<file path="config.mk">
export PLATFORM = sky130hd
export DESIGN_NAME = ser
export DESIGN_NICKNAME = d
export VERILOG_FILES = /design/src/rtl/ser.sv
export SDC_FILE = /design/constraint.sdc
export NUM_CORES = 1
export LEC_CHECK = 0
export CAP_MARGIN = 10
export CORE_AREA = 2 2 59 117
export DETAILED_ROUTE_END_ITERATION = 10
export DIE_AREA = 0 0 61 119
export PLACE_DENSITY = 0.8
export SYNTH_ARGS = -nofsm -noshare
export SYNTH_HDL_FRONTEND = slang
export SYNTH_SLANG_ARGS = --single-unit
</file>
<file path="constraint.sdc">
create_clock -name clk -period 1.81 [get_ports clk]
set_input_delay 0.362 -clock clk [delete_from_list [all_inputs] [get_ports clk]]
set_output_delay 0.362 -clock clk [all_outputs]
set_load 0.1 [all_outputs]
</file>
<file path="src/rtl/ser.sv">
// ser: memory-mapped UART, 8N1, fixed BIT_CYCLES clocks per bit
// Ports: clk/rst (sync, active-high); en/adr/rd/wr/data_in/data_out form the CPU
// register port (adr 0 = data, adr 1 = status {ferr, ovr, tx_rdy, rx_rdy});
// rxd is the asynchronous serial input, txd the serial output (idle high).
module ser #(
  parameter int BIT_CYCLES = 217
) (
  input  logic        clk,
  input  logic        rst,
  input  logic        en,
  input  logic        adr,
  input  logic        rd,
  input  logic        wr,
  input  logic [31:0] data_in,
  output logic [31:0] data_out,
  input  logic        rxd,
  output logic        txd
);
  localparam int CW = $clog2(BIT_CYCLES);
  localparam logic [CW-1:0] LAST = CW'(BIT_CYCLES - 1);
  localparam logic [CW-1:0] HALF = CW'(BIT_CYCLES / 2 - 1);
  typedef enum logic [1:0] {IDLE, START, DATA, STOP} state_t;
  state_t tx_st_q, rx_st_q;
  logic [CW-1:0] tx_cnt_q, rx_cnt_q;
  logic [2:0] tx_idx_q, rx_idx_q;
  logic [7:0] tx_sh_q, rx_sh_q, rx_data_q;
  logic txd_q, rx_s1_q, rx_s2_q, rx_prev_q, rx_rdy_q, ovr_q, ferr_q;
  logic tx_rdy, wr_data, rd_data, rd_stat, tx_tick, rx_tick, rx_done, rx_bad;
  logic rx_rdy_d, ovr_d, ferr_d, unused_hi;
  assign tx_rdy   = tx_st_q == IDLE;
  assign wr_data  = en & wr & ~adr;
  assign rd_data  = en & rd & ~adr;
  assign rd_stat  = en & rd & adr;
  assign tx_tick  = tx_cnt_q == LAST;
  assign rx_tick  = rx_cnt_q == LAST;
  assign rx_done  = rx_st_q == STOP && rx_tick && rx_s2_q;
  assign rx_bad   = rx_st_q == STOP && rx_tick && !rx_s2_q;
  // a data read coinciding with a new byte keeps rx_rdy set and suppresses overrun
  assign rx_rdy_d = rx_done | (rx_rdy_q & ~rd_data);
  assign ovr_d    = (rx_done & rx_rdy_q & ~rd_data) | (ovr_q & ~rd_stat);
  assign ferr_d   = rx_bad | (ferr_q & ~rd_stat);
  assign data_out = adr ? {28'h0, ferr_q, ovr_q, tx_rdy, rx_rdy_q} : {24'h0, rx_data_q};
  assign txd      = txd_q;
  assign unused_hi = ^data_in[31:8];
  always_ff @(posedge clk) begin
    if (rst) begin
      tx_st_q  <= IDLE;
      tx_cnt_q <= '0;
      tx_idx_q <= '0;
      tx_sh_q  <= '0;
      txd_q    <= 1'b1;
    end else begin
      case (tx_st_q)
        IDLE: if (wr_data) begin
          tx_st_q  <= START;
          tx_sh_q  <= data_in[7:0];
          tx_cnt_q <= '0;
          txd_q    <= 1'b0;
        end
        START: begin
          tx_cnt_q <= tx_tick ? '0 : tx_cnt_q + 1'b1;
          if (tx_tick) begin
            tx_st_q  <= DATA;
            tx_idx_q <= '0;
            txd_q    <= tx_sh_q[0];
            tx_sh_q  <= tx_sh_q >> 1;
          end
        end
        DATA: begin
          tx_cnt_q <= tx_tick ? '0 : tx_cnt_q + 1'b1;
          if (tx_tick) begin
            tx_idx_q <= tx_idx_q + 1'b1;
            tx_st_q  <= tx_idx_q == 3'd7 ? STOP : DATA;
            txd_q    <= tx_idx_q == 3'd7 ? 1'b1 : tx_sh_q[0];
            tx_sh_q  <= tx_sh_q >> 1;
          end
        end
        STOP: begin
          tx_cnt_q <= tx_tick ? '0 : tx_cnt_q + 1'b1;
          if (tx_tick) tx_st_q <= IDLE;
        end
      endcase
    end
  end
  // synchronizer and edge history reset low, so a line held low after reset
  // must first be seen high before a falling edge can start a frame
  always_ff @(posedge clk) begin
    if (rst) begin
      rx_st_q   <= IDLE;
      rx_cnt_q  <= '0;
      rx_idx_q  <= '0;
      rx_sh_q   <= '0;
      rx_data_q <= '0;
      rx_s1_q   <= 1'b0;
      rx_s2_q   <= 1'b0;
      rx_prev_q <= 1'b0;
      rx_rdy_q  <= 1'b0;
      ovr_q     <= 1'b0;
      ferr_q    <= 1'b0;
    end else begin
      rx_s1_q   <= rxd;
      rx_s2_q   <= rx_s1_q;
      rx_prev_q <= rx_s2_q;
      rx_rdy_q  <= rx_rdy_d;
      ovr_q     <= ovr_d;
      ferr_q    <= ferr_d;
      if (rx_done) rx_data_q <= rx_sh_q;
      case (rx_st_q)
        IDLE: if (rx_prev_q && !rx_s2_q) begin
          rx_st_q  <= START;
          rx_cnt_q <= '0;
        end
        START: begin
          rx_cnt_q <= rx_cnt_q == HALF ? '0 : rx_cnt_q + 1'b1;
          if (rx_cnt_q == HALF) begin
            rx_st_q  <= rx_s2_q ? IDLE : DATA;
            rx_idx_q <= '0;
          end
        end
        DATA: begin
          rx_cnt_q <= rx_tick ? '0 : rx_cnt_q + 1'b1;
          if (rx_tick) begin
            rx_sh_q  <= {rx_s2_q, rx_sh_q[7:1]};
            rx_idx_q <= rx_idx_q + 1'b1;
            if (rx_idx_q == 3'd7) rx_st_q <= STOP;
          end
        end
        STOP: begin
          rx_cnt_q <= rx_tick ? '0 : rx_cnt_q + 1'b1;
          if (rx_tick) rx_st_q <= IDLE;
        end
      endcase
    end
  end
endmodule

</file>
==> impl_table.tex, run 1 <==
\begin{tabular}{lr}
\hline
Metric & Value \\
\hline
\multicolumn{2}{l}{\textbf{Setup path}} \\
Cell breakdown of the critical path & inv\_2, ha\_4, mux2\_4, buf\_12 \\
Cell family with most CP delay & flip-flops \\
Element type at the critical path end & output port \\
Worst Setup Path Type & reg -> out \\
Sum of buffers and inverters on the critical path & 2 \\
Required time at the worst-slack endpoint & 1.45 ns \\
Worst path max stage delay & 0.36 ns \\
Worst reg2reg startpoint & rx\_cnt\_q[0] \\
Signal arrival time at the worst endpoint & 1.41 ns \\
Startpoint of the most critical setup path & tx\_st\_q[1] \\
Number of cells on the critical path & 4 \\
Logic depth of the worst register-to-register path & 5 \\
Cell type of the slowest stage on the worst timing path & sky130\_fd\_sc\_hd\_\_dfxtp\_2 \\
Type of origin of the critical path & flop \\
Maximum net fanout on the critical path & 11 \\
\multicolumn{2}{l}{\textbf{Power}} \\
Total design power & 0.00509 W \\
Maximum VDD drop & 0.821 mV \\
Standby leakage power & 1.41 nW \\
Cell area power density & 1300 mW/mm\^{}2 \\
\multicolumn{2}{l}{\textbf{Status}} \\
Result of the run & finished, final reports clean \\
\multicolumn{2}{l}{\textbf{Min path}} \\
Critical hold path startpoint & rx\_s1\_q \\
Hold WC Path Type & reg -> reg \\
Worst hold path cell count & 1 \\
\multicolumn{2}{l}{\textbf{Global routing}} \\
Global-route wire length before repair & 10,900 um \\
Largest net degree at the start of global routing & 35 \\
Initial antenna violation count & 0 \\
Total gr overflow & 0 \\
Vias in the first global route & 2,434 \\
GRT Util Overall & 19.3\% \\
\multicolumn{2}{l}{\textbf{Timing}} \\
Share of the cycle needed by the critical path after routing & 98.1\% \\
Worst-case headroom to the max-slew limit & 63.5\% \\
Timing-limited maximum frequency & 0.563 GHz \\
Final max-slew violation count & 0 \\
Post-route minimum period & 1.78 ns \\
Unrepaired setup endpoints after global routing & false \\
Final number of hold-violating endpoints & 0 \\
Post-layout worst setup margin & 0.0335 ns \\
Transition time at the pin with the least slew margin & 0.546 ns \\
Smallest hold slack & 0.443 ns \\
Final Skew & 0.00468 ns \\
Final count of negative-setup-slack endpoints & 0 \\
\multicolumn{2}{l}{\textbf{Clocking}} \\
Number of buffers created by CTS & 9 \\
CTS Root Cell & sky130\_fd\_sc\_hd\_\_clkbuf\_16 \\
CTS tree & yes \\
Number of buffers between clock root and the deepest sink & 2 \\
Clock-pin slew reported for the worst setup and hold paths after clock tree synthesis & 0.05 ns \\
Clock Latency Late Sink & 0.33 ns \\
Clock sink total & 57 \\
Number of hold buffers added after cts & 0 \\
Level count of the clock H-tree & 3 \\
\multicolumn{2}{l}{\textbf{Yosys}} \\
Post-synth EDFFs & 0 \\
Average instance area after synthesis & 8.89 sq um \\
Flip-flop and latch count after synthesis & 57 \\
Most frequently used cell type in the post-synthesis netlist & sky130\_fd\_sc\_hd\_\_dfxtp\_1 \\
Netlist area before placement & 0.00317 sq mm \\
Seq/Total Area, Yosys & 35.9\% \\
Total of warnings raised by yosys & 0 \\
Most frequent cells after synthesis & sky130\_fd\_sc\_hd\_\_dfxtp\_1, sky130\_fd\_sc\_hd\_\_a21oi\_1, sky130\_fd\_sc\_hd\_\_buf\_4 \\
Number of unique standard cell types used by synthesis & 54 \\
Post-synth top flop & sky130\_fd\_sc\_hd\_\_dfxtp\_1 \\
Synth top area cells & sky130\_fd\_sc\_hd\_\_dfxtp\_1, sky130\_fd\_sc\_hd\_\_buf\_4, sky130\_fd\_sc\_hd\_\_a21oi\_1 \\
Share of the synthesized area in the top cell type & 35.9\% \\
Number of standard cells after synthesis & 357 \\
Cell taking the most area after synthesis & sky130\_fd\_sc\_hd\_\_dfxtp\_1 \\
Ys async rst share & 0\% \\
\multicolumn{2}{l}{\textbf{Final layout}} \\
NumNets Final & 440 \\
Area added between synthesis and finish & 23.4\% \\
Share of cells above drive strength 1 & 19.1\% \\
\# diodes & 0 \\
Finished layout cell area & 0.00392 sq mm \\
Final standard cell count with taps included and fillers excluded & 481 \\
\multicolumn{2}{l}{\textbf{Placed design}} \\
Setup slack at placement & -0.104 ns \\
Placed cell count & 464 \\
Routability-driven placement congestion ratio & 0.787 \\
PortBufs & 23 \\
Total cell area at the placement stage & 0.00355 sq mm \\
Hpwl dp & 4220 um \\
\multicolumn{2}{l}{\textbf{Route}} \\
Violation count after the first detailed-route iteration & 153 \\
1st-pass router iterations & 5 \\
Total wire length & 6540 um \\
DRC violation count after routing & 0 \\
Via Count & 2,585 \\
Post-detailed-route wirelength per cell & 13.6 um \\
Antenna-violating nets left & 0 \\
Routed vias/inst & 5.37 \\
\multicolumn{2}{l}{\textbf{Floorplanning}} \\
Effective utilization at floorplan & 49.1\% \\
Boundary pin count & 72 \\
Number of standard-cell rows in the floorplan & 42 \\
Die boundary height & 119 um \\
DIE WIDTH & 61 um \\
Die footprint & 0.00726 sq mm \\
Core Box Area & 0.00646 sq mm \\
\multicolumn{2}{l}{\textbf{Run}} \\
Number of maximum-capacitance constraint violations & 0 \\
\hline
\end{tabular}
state kept, by name, indices dropped and copies added, names as in the netlist, named ones only:
name	flops
ferr_q	1
ovr_q	1
rx_cnt_q	8
rx_data_q	8
rx_idx_q	3
rx_prev_q	1
rx_rdy_q	1
rx_s1_q	1
rx_s2_q	1
rx_sh_q	8
rx_st_q	1
tx_cnt_q	8
tx_idx_q	3
tx_sh_q	8
tx_st_q	2
txd	1
final cells by class:
class / count / area [sq um]
Clock buffer: 10 / 229
Clock inverter: 6 / 68.8
Fill cell: 525 / 2550
Inverter: 16 / 62.6
Multi-Input combinational cell: 262 / 1810
Sequential cell: 57 / 1150
Tap cell: 88 / 110
Timing Repair Buffer: 42 / 485
final timing paths:
kind,to,slack [ns]
max,data_out[1],0.03
min,rx_s2_q,0.44
max reg2reg,flop,0.14
min reg2reg,rx_s2_q,0.44
power breakdown:
group	switching [W]	leakage, nW	internal, W	total (W)
clock network	0.000606	0.131	0.00107	0.00167
registers	0.000124	0.463	0.00141	0.00153
logic	0.00118	0.814	0.000704	0.00188
metal layers:
metal  GRT usage, %  vias up  wire [um]
met5              0        -          0
met4           9.24        0        134
met3           4.34       12        210
met2           29.1       46       3130
met1           25.4     1230       3070
li1               -     1297          -
metrics by stage:
stage	TNS (ns)	utilization (%)
2_1_floorplan	-1.87	-
3_3_place_gp	-1.21	54.9
3_5_place_dp	-1.29	54.9
4_1_cts	0	60.3
5_1_grt	0	60.6
6_report	0	60.6
cell usage in the layout, fill, tap and decap left out, types with 5 or more instances in the layout:
cell type,count
sky130_fd_sc_hd__inv_1,13
sky130_fd_sc_hd__o22ai_1,5
sky130_fd_sc_hd__nor3_1,11
sky130_fd_sc_hd__mux2i_1,15
sky130_fd_sc_hd__nand4_1,7
sky130_fd_sc_hd__nand3_1,8
sky130_fd_sc_hd__nor2_1,25
sky130_fd_sc_hd__nor2b_1,5
sky130_fd_sc_hd__nand4b_1,9
sky130_fd_sc_hd__clkbuf_16,9
sky130_fd_sc_hd__a21oi_1,33
sky130_fd_sc_hd__a311oi_1,7
sky130_fd_sc_hd__nand2b_1,9
sky130_fd_sc_hd__conb_1,24
sky130_fd_sc_hd__buf_12,11
sky130_fd_sc_hd__clkdlybuf4s50_1,12
sky130_fd_sc_hd__buf_4,16
sky130_fd_sc_hd__nand2_1,16
sky130_fd_sc_hd__dfxtp_1,55
sky130_fd_sc_hd__o21ai_0,6
sky130_fd_sc_hd__a211oi_1,6
sky130_fd_sc_hd__o21ai_2,8
sky130_fd_sc_hd__and2_1,5
sky130_fd_sc_hd__ha_1,12
sky130_fd_sc_hd__xnor2_1,5
kinds of logic (layout without fill, tap and decap cells):
group / after synthesis / in the layout / share of synthesized area (%)
AO/OA/AOI/OAI: 88 / 88 / 18.6
XOR/XNOR: 5 / 5 / 1.38
adder cells (fa/ha/maj): 13 / 13 / 5.12
buffers and inverters: 61 / 74 / 11.2
flip-flops: 57 / 57 / 35.9
multiplexers: 19 / 19 / 6.15
other: 1 / 24 / 0.118
AND/OR/NAND/NOR: 113 / 113 / 21.4
what timing repair did:
| action | 4_1_cts | 5_1_grt |
|---|---|---|
| buffers inserted | 1 | 0 |
| setup endpoints to repair | 8 | 3 |
| resized for setup | 16 | 5 |
| hold endpoints to repair | 0 | 0 |
| pin swaps | 1 | 0 |
Power figures use the tool's default switching activity.
==> run 2: changes to the inputs <==
--- a/config.mk
+++ b/config.mk
@@ -6,10 +6,11 @@
 export NUM_CORES = 1
 export LEC_CHECK = 0
 export CAP_MARGIN = 10
-export CORE_AREA = 2 2 59 117
+export CORE_AREA = 2 2 59 116
+export CTS_BUF_LIST = sky130_fd_sc_hd__clkbuf_8
 export DETAILED_ROUTE_END_ITERATION = 10
-export DIE_AREA = 0 0 61 119
-export PLACE_DENSITY = 0.8
+export DIE_AREA = 0 0 61 118
+export PLACE_DENSITY = 0.81
 export SYNTH_ARGS = -nofsm -noshare
 export SYNTH_HDL_FRONTEND = slang
 export SYNTH_SLANG_ARGS = --single-unit
==> run 2 against run 1 <==
- fmax is 0.89% higher
- clock skew is 0.0020 ns higher
- sequential share of layout area is 0.96 points higher
- combinational power hardly changed
- critical endpoint unchanged
==> impl_table.tex, run 2 (synthesis gave the netlist of run 1 again) <==
\begin{tabular}{lr}
\hline
Metric & Value \\
\hline
\multicolumn{2}{l}{\textbf{Status}} \\
Result of the run & finished, final reports clean \\
\multicolumn{2}{l}{\textbf{Global routing}} \\
Initial antenna violation count & 0 \\
Largest net degree at the start of global routing & 41 \\
GRT Util Overall & 21.3\% \\
Global-route wire length before repair & 11,900 um \\
Vias in the first global route & 2,633 \\
Total gr overflow & 0 \\
\multicolumn{2}{l}{\textbf{Setup path}} \\
Worst path max stage delay & 0.37 ns \\
Logic depth of the worst register-to-register path & 6 \\
Signal arrival time at the worst endpoint & 1.40 ns \\
Element type at the critical path end & output port \\
Cell breakdown of the critical path & inv\_2, ha\_4, mux2\_2, buf\_12 \\
Type of origin of the critical path & flop \\
Cell family with most CP delay & flip-flops \\
Worst reg2reg startpoint & tx\_cnt\_q[0] \\
Worst Setup Path Type & reg -> out \\
Cell type of the slowest stage on the worst timing path & sky130\_fd\_sc\_hd\_\_dfxtp\_2 \\
Sum of buffers and inverters on the critical path & 2 \\
Worst reg2reg setup slack & 0.10 ns \\
Critical register-to-register path endpoint & tx\_cnt\_q[6] \\
Maximum net fanout on the critical path & 4 \\
Required time at the worst-slack endpoint & 1.45 ns \\
\multicolumn{2}{l}{\textbf{Route}} \\
Post-detailed-route wirelength per cell & 14.4 um \\
Violation count after the first detailed-route iteration & 53 \\
Antenna-violating nets left & 0 \\
DRC violation count after routing & 0 \\
Routed vias/inst & 5.47 \\
Total wire length & 6890 um \\
Via Count & 2,625 \\
1st-pass router iterations & 4 \\
\multicolumn{2}{l}{\textbf{Placed design}} \\
Total cell area at the placement stage & 0.00353 sq mm \\
Hpwl dp & 4890 um \\
Routability-driven placement congestion ratio & 0.798 \\
Placed cell count & 462 \\
PortBufs & 23 \\
\multicolumn{2}{l}{\textbf{Timing}} \\
Worst-case headroom to the max-slew limit & 63.1\% \\
Final Skew & 0.00666 ns \\
Setup TNS & 0 ns \\
Timing-limited maximum frequency & 0.568 GHz \\
Final count of negative-setup-slack endpoints & 0 \\
Unrepaired setup endpoints after global routing & true \\
Final max-slew violation count & 0 \\
Transition time at the pin with the least slew margin & 0.553 ns \\
Post-route minimum period & 1.76 ns \\
Final number of hold-violating endpoints & 0 \\
Share of the cycle needed by the critical path after routing & 97.3\% \\
\multicolumn{2}{l}{\textbf{Power}} \\
Maximum VDD drop & 1.02 mV \\
Clock group share of total power & 26.2\% \\
Standby leakage power & 1.37 nW \\
Switching share of power & 39.7\% \\
Cell Int Power & 0.00282 W \\
Portion of total power attributed to sequential cells & 32.9\% \\
Cell area power density & 1240 mW/mm\^{}2 \\
Switching pwr & 0.00186 W \\
Total design power & 0.00468 W \\
Combinational fraction of design power & 40.9\% \\
\multicolumn{2}{l}{\textbf{Run}} \\
Number of maximum-capacitance constraint violations & 0 \\
\multicolumn{2}{l}{\textbf{Floorplanning}} \\
Number of standard-cell rows in the floorplan & 41 \\
Die boundary height & 118 um \\
DIE WIDTH & 61 um \\
Core Box Area & 0.00631 sq mm \\
Boundary pin count & 72 \\
Die footprint & 0.00720 sq mm \\
Effective utilization at floorplan & 50.3\% \\
\multicolumn{2}{l}{\textbf{Min path}} \\
Critical hold path startpoint & rst \\
Destination of the worst hold path & tx\_st\_q[1] \\
Hold WC Path Type & in -> reg \\
Worst hold path cell count & 2 \\
\multicolumn{2}{l}{\textbf{Final layout}} \\
Share of cells above drive strength 1 & 18.3\% \\
Most used cells in the layout excluding fill and tap cells & sky130\_fd\_sc\_hd\_\_dfxtp\_1, sky130\_fd\_sc\_hd\_\_a21oi\_1, sky130\_fd\_sc\_hd\_\_nor2\_1, sky130\_fd\_sc\_hd\_\_conb\_1, sky130\_fd\_sc\_hd\_\_buf\_4 \\
Most common cell after layout, fill and taps aside & sky130\_fd\_sc\_hd\_\_dfxtp\_1 \\
\# diodes & 0 \\
Final standard cell count with taps included and fillers excluded & 480 \\
Area added between synthesis and finish & 19.2\% \\
NumNets Final & 441 \\
Finished layout cell area & 0.00378 sq mm \\
\multicolumn{2}{l}{\textbf{Clocking}} \\
Clock Latency Late Sink & 0.35 ns \\
Level count of the clock H-tree & 3 \\
CTS tree & yes \\
CTS Root Cell & sky130\_fd\_sc\_hd\_\_clkbuf\_8 \\
Clock sink total & 57 \\
Number of buffers created by CTS & 9 \\
Number of buffers between clock root and the deepest sink & 2 \\
Clock-pin slew reported for the worst setup and hold paths after clock tree synthesis & 0.07 ns \\
\hline
\end{tabular}
-- run 2: cell types whose count changed in the layout (fill, tap and decap cells not counted), moves of 2 or more --
cell | before | now
sky130_fd_sc_hd__buf_4 | 16 | 18
sky130_fd_sc_hd__mux2_4 | 4 | 0
sky130_fd_sc_hd__mux2_2 | 0 | 4
sky130_fd_sc_hd__clkbuf_8 | 0 | 11
sky130_fd_sc_hd__clkbuf_16 | 9 | 0
sky130_fd_sc_hd__nor2b_2 | 4 | 0
sky130_fd_sc_hd__nor2b_1 | 5 | 9
sky130_fd_sc_hd__clkinvlp_4 | 4 | 1
-- run 2: worst max path at each step --
stage,start,to,depth (start not counted)
after global routing,tx_cnt_q[0],tx_cnt_q[6],6
after CTS,tx_st_q[0],data_out[1],4
final,tx_st_q[1],data_out[1],4
after detailed placement,adr,data_out[2],4
after floorplan,adr,data_out[4],2
after global placement,adr,data_out[2],4
-- run 2: final cells by class --
class	instances	area, sq um
Multi-Input combinational cell	262	1790
Clock buffer	11	151
Fill cell	540	2530
Tap cell	86	108
Sequential cell	57	1140
Timing Repair Buffer	43	480
Clock inverter	5	55.1
Inverter	16	60.1
-- run 2: metrics by stage --
stage	hold WS, ns	worst slack (ns)	utilization, %
4_1_cts	0.415	0.00342	59.6
3_3_place_gp	0.419	-0.113	56.0
2_1_floorplan	0.414	-0.467	-
6_report	0.430	0.0493	60.0
3_5_place_dp	0.443	-0.146	56.0
5_1_grt	0.453	-0.0129	60.0
-- run 2: power by group through the flow --
stage / Clock, W / Sequential, W / Combinational, W
after global routing: 0.00131 / 0.00155 / 0.00207
after CTS: 0.00125 / 0.00154 / 0.00185
after detailed placement: 0 / 0.00156 / 0.00182
after global placement: 0 / 0.00155 / 0.00176
after floorplan: 0 / 0.00158 / 0.00140
final: 0.00123 / 0.00154 / 0.00191
-- run 2: metal layers --
metal / global-route usage, % / up-vias / part of all wire (%)
li1: - / 1289 / -
met1: 23.4 / 1237 / 39
met2: 35.6 / 81 / 55
met3: 6.04 / 18 / 3.7
met4: 10.5 / 0 / 2.8
met5: 0 / - / 0
-- run 2: what timing repair did --
action / 4_1_cts / 5_1_grt
hold buffers: 0 / 0
pin swaps: 0 / 2
gates resized for setup: 8 / 3
buffers inserted: 0 / 2
setup endpoints to repair: 4 / 8
==> run 3: changes to the inputs <==
--- a/config.mk
+++ b/config.mk
@@ -5,6 +5,7 @@
 export SDC_FILE = /design/constraint.sdc
 export NUM_CORES = 1
 export LEC_CHECK = 0
+export ABC_CLOCK_PERIOD_IN_PS = 1810
 export CAP_MARGIN = 10
 export CORE_AREA = 2 2 59 116
 export CTS_BUF_LIST = sky130_fd_sc_hd__clkbuf_8
==> results of run 3 <==
The final DEF is identical to that of run 2; final timing and power are the same.
==> variant 1 (settings of run 2) <==
The 4 states of `state_t` get a Gray code encoding in 2 bits.
--- a/src/rtl/ser.sv
+++ b/src/rtl/ser.sv
@@ -20,5 +20,5 @@
   localparam logic [CW-1:0] LAST = CW'(BIT_CYCLES - 1);
   localparam logic [CW-1:0] HALF = CW'(BIT_CYCLES / 2 - 1);
-  typedef enum logic [1:0] {IDLE, START, DATA, STOP} state_t;
+  typedef enum logic [1:0] {IDLE = 2'b00, START = 2'b01, DATA = 2'b11, STOP = 2'b10} state_t;
   state_t tx_st_q, rx_st_q;
   logic [CW-1:0] tx_cnt_q, rx_cnt_q;
Check against the original RTL: no difference found for any inputs over 10 cycles, from zero or initial values and one cycle with rst high; not proved beyond that.
==> variant 1 against run 2 <==
Via count is 5.1% lower. Setup slack barely moved. Sequential cell count did not move. Register-to-register slack better by 0.02 ns. Sequential share of layout area is 1.4 points higher. Critical endpoint unchanged. Routed wire length is 6.7% lower. Utilization is 2.7 points lower. Design area is 4.4% lower. Synthesized area is 7.3% lower.
Power is not compared: it rests on default switching activity, and its combinational part moved more than twofold at a synthesized area within 25%.
==> variant 1: results (changes against run 2) <==
Status
  • Status: finished clean (unchanged)

Synthesis
  • Mapped Cells: 334 (was 357)
  • Fraction of synthesized area in multiplexers: 0.0765 (was 0.0615)
  • XOR/XNOR Fraction of Synth Area: 0.00595 (was 0.0138)
  • Synth Area in Compound Gates: 0.139 (was 0.186)
  • Largest cells by area after synthesis: dfxtp_1 (39%), buf_4 (7.1%), mux2i_1 (6.1%) (was dfxtp_1 (36%), buf_4 (6.4%), a21oi_1 (5.2%))
  • Post-synth top cells: dfxtp_1 (57), nor2_1 (31), buf_4 (28) (was dfxtp_1 (57), a21oi_1 (33), buf_4 (27))
  • Post-synthesis adder-cell area fraction: 0.0340 (was 0.0512)
  • Synth unique cells: 58 (was 54)
  • Sequential area share after synthesis: 0.388 (was 0.359)
  • Async SR Flop Fraction: 0 (unchanged)

Finish
  • Share of post-route cells with drive strength above 1: 0.198 (was 0.183)
  • Register area: 1140 um2 (about the same)
  • #MultiIn Comb: 245 (was 262)
  • Fraction of area in multi-input gates: 0.448 (was 0.472)
  • CLK BUF: 15 (was 11)
  • Non-CTS inverters: 10 (was 16)
  • NumNets Final: 416 (was 441)
  • Non-clock buffer count: 46 (was 43)
  • Buffering overhead: 0.137 (was 0.127)
  • Final instance area: 3620 um2 (was 3780 um2)

Critical path
  • Slowest stage delay, CP: 0.46 ns (was 0.37 ns)
  • Max Fanout on Critical Path: 7 (was 4)
  • Slowest-stage cell, CP: dfxtp_1 (was dfxtp_2)

Placement
  • Post-Place Setup Slack: -0.162 ns (was -0.146 ns)
  • Hpwl dp: 4370 um (was 4890 um)
  • Placed Cells: 442 (was 462)
  • Routability cong.: 0.832 (was 0.798)

Global route
  • Vias in the first global route: 2421 (was 2633)
  • Overall Global Routing Usage: 0.195 (was 0.213)
  • Largest net degree at the start of global routing: 31 (was 41)
  • First-pass GRT wire length: 10800 um (was 11900 um)

Detailed routing
  • Number of vias per cell: 5.42 (was 5.47)
  • Detailed router's first-iteration violation count: 90 (was 53)
  • WL/cell: 14.0 um (was 14.4 um)

Timing
  • Clock skew: 0.00797 ns (was 0.00666 ns)
variant 1: cell count changes after synthesis, sizes merged, moves of 6 or more:
cell,run 2,this run
nor3,11,17
nand4b,9,1
o21ai,18,3
nor2b,9,15
nand3,8,18
a21oi,33,15
nor2,25,32
nand2b,9,1
a221oi,0,8
inv,16,10
variant 1: layer usage:
metal,vias up,track usage,wire length [um]
met4,0,0.110,155
li1,1221,-,-
met1,1202,0.206,2460
met5,-,0,0
met2,56,0.332,3560
met3,12,0.0473,253
variant 1: power groups by stage:
stage | Combinational [mW] | Sequential (mW) | Clock (mW)
2_1_floorplan | 0.362 | 1.32 | 0
6_report | 0.415 | 1.28 | 1.22
5_1_grt | 0.436 | 1.29 | 1.29
3_3_place_gp | 0.403 | 1.31 | 0
4_1_cts | 0.412 | 1.28 | 1.25
3_5_place_dp | 0.406 | 1.31 | 0
variant 1: worst paths after layout:
kind,start,to,slack [ns],cells past startpoint
setup / recovery,tx_st_q[0]$_SDFFE_PP0P_,data_out[1],0.05,3
hold reg to reg,rx_s1_q$_SDFF_PP0_,rx_s2_q$_SDFF_PP0_,0.45,1
setup reg to reg,rx_cnt_q[2]$_SDFFE_PP0N_,rx_sh_q[1]$_SDFFE_PP0P_,0.12,5
hold / removal,rst,rx_prev_q$_SDFF_PP0_,0.40,2
variant 1: worst max-delay path, delay by kind of cell, from the launching register on:
family	cells	cell delay, ns
buffers and inverters	1	0.17
DFF	1	0.46
muxes	1	0.29
and+or+nand+nor	1	0.12
variant 1: repair_timing:
action,CTS,global route
gates cloned,0,1
pin swaps,0,1
setup buffers,1,0
hold endpoints to repair,0,0
endpoints found under the setup margin,4,18
resized for setup,9,13
==> variant 2 (config.mk and constraints of run 2) <==
Made on the original files. Add an input register stage for `en`, `adr`, `rd`, `wr`, `data_in` and `rxd`, without a reset; this delays them by one clock.
--- a/src/rtl/ser.sv
+++ b/src/rtl/ser.sv
@@ -21,4 +21,21 @@
   localparam logic [CW-1:0] HALF = CW'(BIT_CYCLES / 2 - 1);
   typedef enum logic [1:0] {IDLE, START, DATA, STOP} state_t;
+
+  logic en_q;
+  logic adr_q;
+  logic rd_q;
+  logic wr_q;
+  logic [31:0] data_q;
+  logic rxd_q;
+
+  always_ff @(posedge clk) begin
+    en_q   <= en;
+    adr_q  <= adr;
+    rd_q   <= rd;
+    wr_q   <= wr;
+    data_q <= data_in;
+    rxd_q  <= rxd;
+  end
+
   state_t tx_st_q, rx_st_q;
   logic [CW-1:0] tx_cnt_q, rx_cnt_q;
@@ -29,7 +46,7 @@
   logic rx_rdy_d, ovr_d, ferr_d, unused_hi;
   assign tx_rdy   = tx_st_q == IDLE;
-  assign wr_data  = en & wr & ~adr;
-  assign rd_data  = en & rd & ~adr;
-  assign rd_stat  = en & rd & adr;
+  assign wr_data  = en_q & wr_q & ~adr_q;
+  assign rd_data  = en_q & rd_q & ~adr_q;
+  assign rd_stat  = en_q & rd_q & adr_q;
   assign tx_tick  = tx_cnt_q == LAST;
   assign rx_tick  = rx_cnt_q == LAST;
@@ -40,7 +57,7 @@
   assign ovr_d    = (rx_done & rx_rdy_q & ~rd_data) | (ovr_q & ~rd_stat);
   assign ferr_d   = rx_bad | (ferr_q & ~rd_stat);
-  assign data_out = adr ? {28'h0, ferr_q, ovr_q, tx_rdy, rx_rdy_q} : {24'h0, rx_data_q};
+  assign data_out = adr_q ? {28'h0, ferr_q, ovr_q, tx_rdy, rx_rdy_q} : {24'h0, rx_data_q};
   assign txd      = txd_q;
-  assign unused_hi = ^data_in[31:8];
+  assign unused_hi = ^data_q[31:8];
   always_ff @(posedge clk) begin
     if (rst) begin
@@ -54,5 +71,5 @@
         IDLE: if (wr_data) begin
           tx_st_q  <= START;
-          tx_sh_q  <= data_in[7:0];
+          tx_sh_q  <= data_q[7:0];
           tx_cnt_q <= '0;
           txd_q    <= 1'b0;
@@ -99,5 +116,5 @@
       ferr_q    <= 1'b0;
     end else begin
-      rx_s1_q   <= rxd;
+      rx_s1_q   <= rxd_q;
       rx_s2_q   <= rx_s1_q;
       rx_prev_q <= rx_s2_q;
Formal check against the unedited RTL: not equivalent (Yosys sat finds a counterexample within 4 cycles, from zero or initial values and one cycle with rst high).
==> variant 2 against run 2 <==
Fmax is essentially flat. Design area grew 2.1%. Sequential cell count grew 13. Via count grew 4.4%. Count of clock-buffer cells in the layout is the same. Routed wire length grew 1.2%. Power grew 2.4%. Synthesized area grew 2.1%. Cell count grew 2.3%. Sequential power grew 20%. Setup slack lost 0.0015 ns. Worst hold slack gained 0.0068 ns. Combinational power shrank 3%. Largest power group unchanged.
==> variant 2: results (changes against run 2) <==
Status
  • Status: finished clean (unchanged)

Critical path
  • Crit path launch: tx_st_q[1]$_SDFFE_PP0P_ (unchanged)
  • WP data arrival: 1.40 ns (about the same)
  • R2r setup slk: 0.07 ns (was 0.10 ns)
  • FF-to-FF End: rx_idx_q[0]$_SDFFE_PP0P_ (was tx_cnt_q[6]$_SDFFE_PP0N_)
  • R2R depth: 4 (was 6)
  • Slowest-stage cell, CP: dfxtp_2 (unchanged)
  • Slowest stage delay, CP: 0.36 ns
  • FF-to-FF Start: rx_cnt_q[2]$_SDFFE_PP0N_ (was tx_cnt_q[0]$_SDFFE_PP0N_)
  • Max Fanout on Critical Path: 7 (was 4)

Placement
  • Hpwl dp: 4960 um (was 4890 um)
  • Dpl cell area: 3660 um2 (was 3530 um2)
  • Post-Place Setup Slack: 0.0182 ns (was -0.146 ns)
  • IO Port Bufs: 23 (unchanged)
  • Routability cong.: 0.916 (was 0.798)

Detailed routing
  • Via count: 2741 (was 2625)
  • WL/cell: 14.2 um (was 14.4 um)
  • Pre-Repair DR Iteration Count: 5 (was 4)
  • Detailed router's first-iteration violation count: 210 (was 53)

Synthesis
  • Async SR Flop Fraction: 0 (unchanged)
  • Yosys warns: 0 (unchanged)
  • Synth unique cells: 50 (was 54)
  • Largest cells by area after synthesis: dfxtp_1 (43%), a21oi_1 (7.4%), buf_4 (5.8%) (was dfxtp_1 (36%), buf_4 (6.4%), a21oi_1 (5.2%))
  • Fraction of synthesized area in multiplexers: 0.0417 (was 0.0615)
  • Sequential area share after synthesis: 0.432 (was 0.359)
  • Post-synthesis adder-cell area fraction: 0.0463 (was 0.0512)
  • Synth Area in Compound Gates: 0.195 (was 0.186)
  • XOR/XNOR Fraction of Synth Area: 0 (was 0.0138)
  • Post-synth top cells: dfxtp_1 (70), a21oi_1 (48), nand2_1 (37) (was dfxtp_1 (57), a21oi_1 (33), buf_4 (27))

Clock network
  • Clock Tree Root: clkbuf_8 (unchanged)
  • Max H-tree Level: 3 (unchanged)
  • Clock Path Buffers: 2 (unchanged)
  • TritonCTS Buffers: 9 (unchanged)
  • Reg clk slew, reported paths: 0.07 ns (about the same)
  • Worst-Skew Late Latency: 0.35 ns (about the same)

Hold path
  • Hold EP: rx_data_q[2]$_SDFFE_PP0P_ (was tx_st_q[1]$_SDFFE_PP0P_)
  • Hold wc startpoint: rst (unchanged)
  • Hold Path Stages: 2 (unchanged)
  • Worst Hold Class: input pin to flip-flop (unchanged)

Global route
  • Initial antenna violation count: 0 (unchanged)
  • Vias in the first global route: 2675 (was 2633)
  • Overall Global Routing Usage: 0.220 (was 0.213)
  • First-pass GRT wire length: 12100 um (was 11900 um)
  • Largest net degree at the start of global routing: 27 (was 41)

Finish
  • Antenna fix cells: 0 (unchanged)
  • Share of post-route cells with drive strength above 1: 0.180 (was 0.183)
  • NumNets Final: 454 (was 441)

Pwr
  • VDD IR-drop max: 0.826 mV (was 1.02 mV)
  • Leakage: 1.46 nW (was 1.37 nW)

Timing
  • Clock skew: 0.00961 ns (was 0.00666 ns)
[variant 2: cell types whose count changed after synthesis, sizes merged, moves of 6 or more]
cell / before / now
inv: 16 / 10
nand2: 16 / 37
mux2i: 15 / 9
dfxtp: 57 / 70
nand3: 8 / 17
nand4b: 9 / 1
nor2: 25 / 15
a21oi: 33 / 48
nand2b: 9 / 2
[variant 2: kinds of logic (layout without fill, tap and decap cells)]
logic type,Yosys count,in the layout
compound gates,102,102
fa+ha+maj,12,12
buf+inv,56,70
flops,70,70
mux,13,13
other cells,1,24
simple gates,114,114
[variant 2: worst max-delay path by stage]
stage | end | cells past startpoint | slack (ns)
after global placement | tx_cnt_q[7]$_SDFFE_PP0N_ | 6 | 0.11
final | data_out[1] | 4 | 0.05
after detailed placement | rx_idx_q[0]$_SDFFE_PP0P_ | 4 | 0.02
after global routing | tx_cnt_q[7]$_SDFFE_PP0N_ | 6 | -0.01
after floorplan | data_out[4] | 2 | -0.41
after CTS | rx_idx_q[0]$_SDFFE_PP0P_ | 4 | 0.01
[variant 2: per-layer routing]
metal | vias to the layer above | track usage | wire length, um
met5 | - | 0 | 0
met2 | 71 | 0.373 | 3920
li1 | 1339 | - | -
met3 | 13 | 0.0560 | 259
met1 | 1318 | 0.244 | 2640
met4 | 0 | 0.101 | 155
[variant 2: through the flow]
stage	power (mW)	hold WS, ns	std cells
floorplan	3.19	0.390	391
global placement	3.58	0.433	476
detailed placement	3.64	0.429	476
CTS	4.77	0.423	489
global route	5.06	0.450	491
finish	4.79	0.437	491
[variant 2: worst max-delay path, delay by kind of cell (launching register included)]
family                   cells  cell delay (ns)
adder cells (fa/ha/maj)      1             0.19
flip-flops                   1             0.36
buffers and inverters        2             0.23
multiplexers                 1             0.27
[variant 2: repair_timing]
item | CTS | global route
setup endpoints to repair | 4 | 13
hold buffers | 0 | 0
gates resized for setup | 8 | 6
buffers inserted | 0 | 2
pin swaps | 1 | 3
[variant 2: area by class of cell]
| type | count | area [um2] |
|---|---|---|
| repair buffers | 47 | 520 |
| clock inverters | 2 | 10.0 |
| multi-input cells | 265 | 1630 |
| well taps | 86 | 108 |
| flip-flops and latches | 70 | 1410 |
| inverters | 10 | 37.5 |
| clock buffers | 11 | 151 |
| fillers | 546 | 2440 |
[variant 2: report_power, final]
part	internal, mW	switching [mW]
Combinational	0.707	1.15
Sequential	1.71	0.137
Clock	0.544	0.539
Total	2.96	1.83
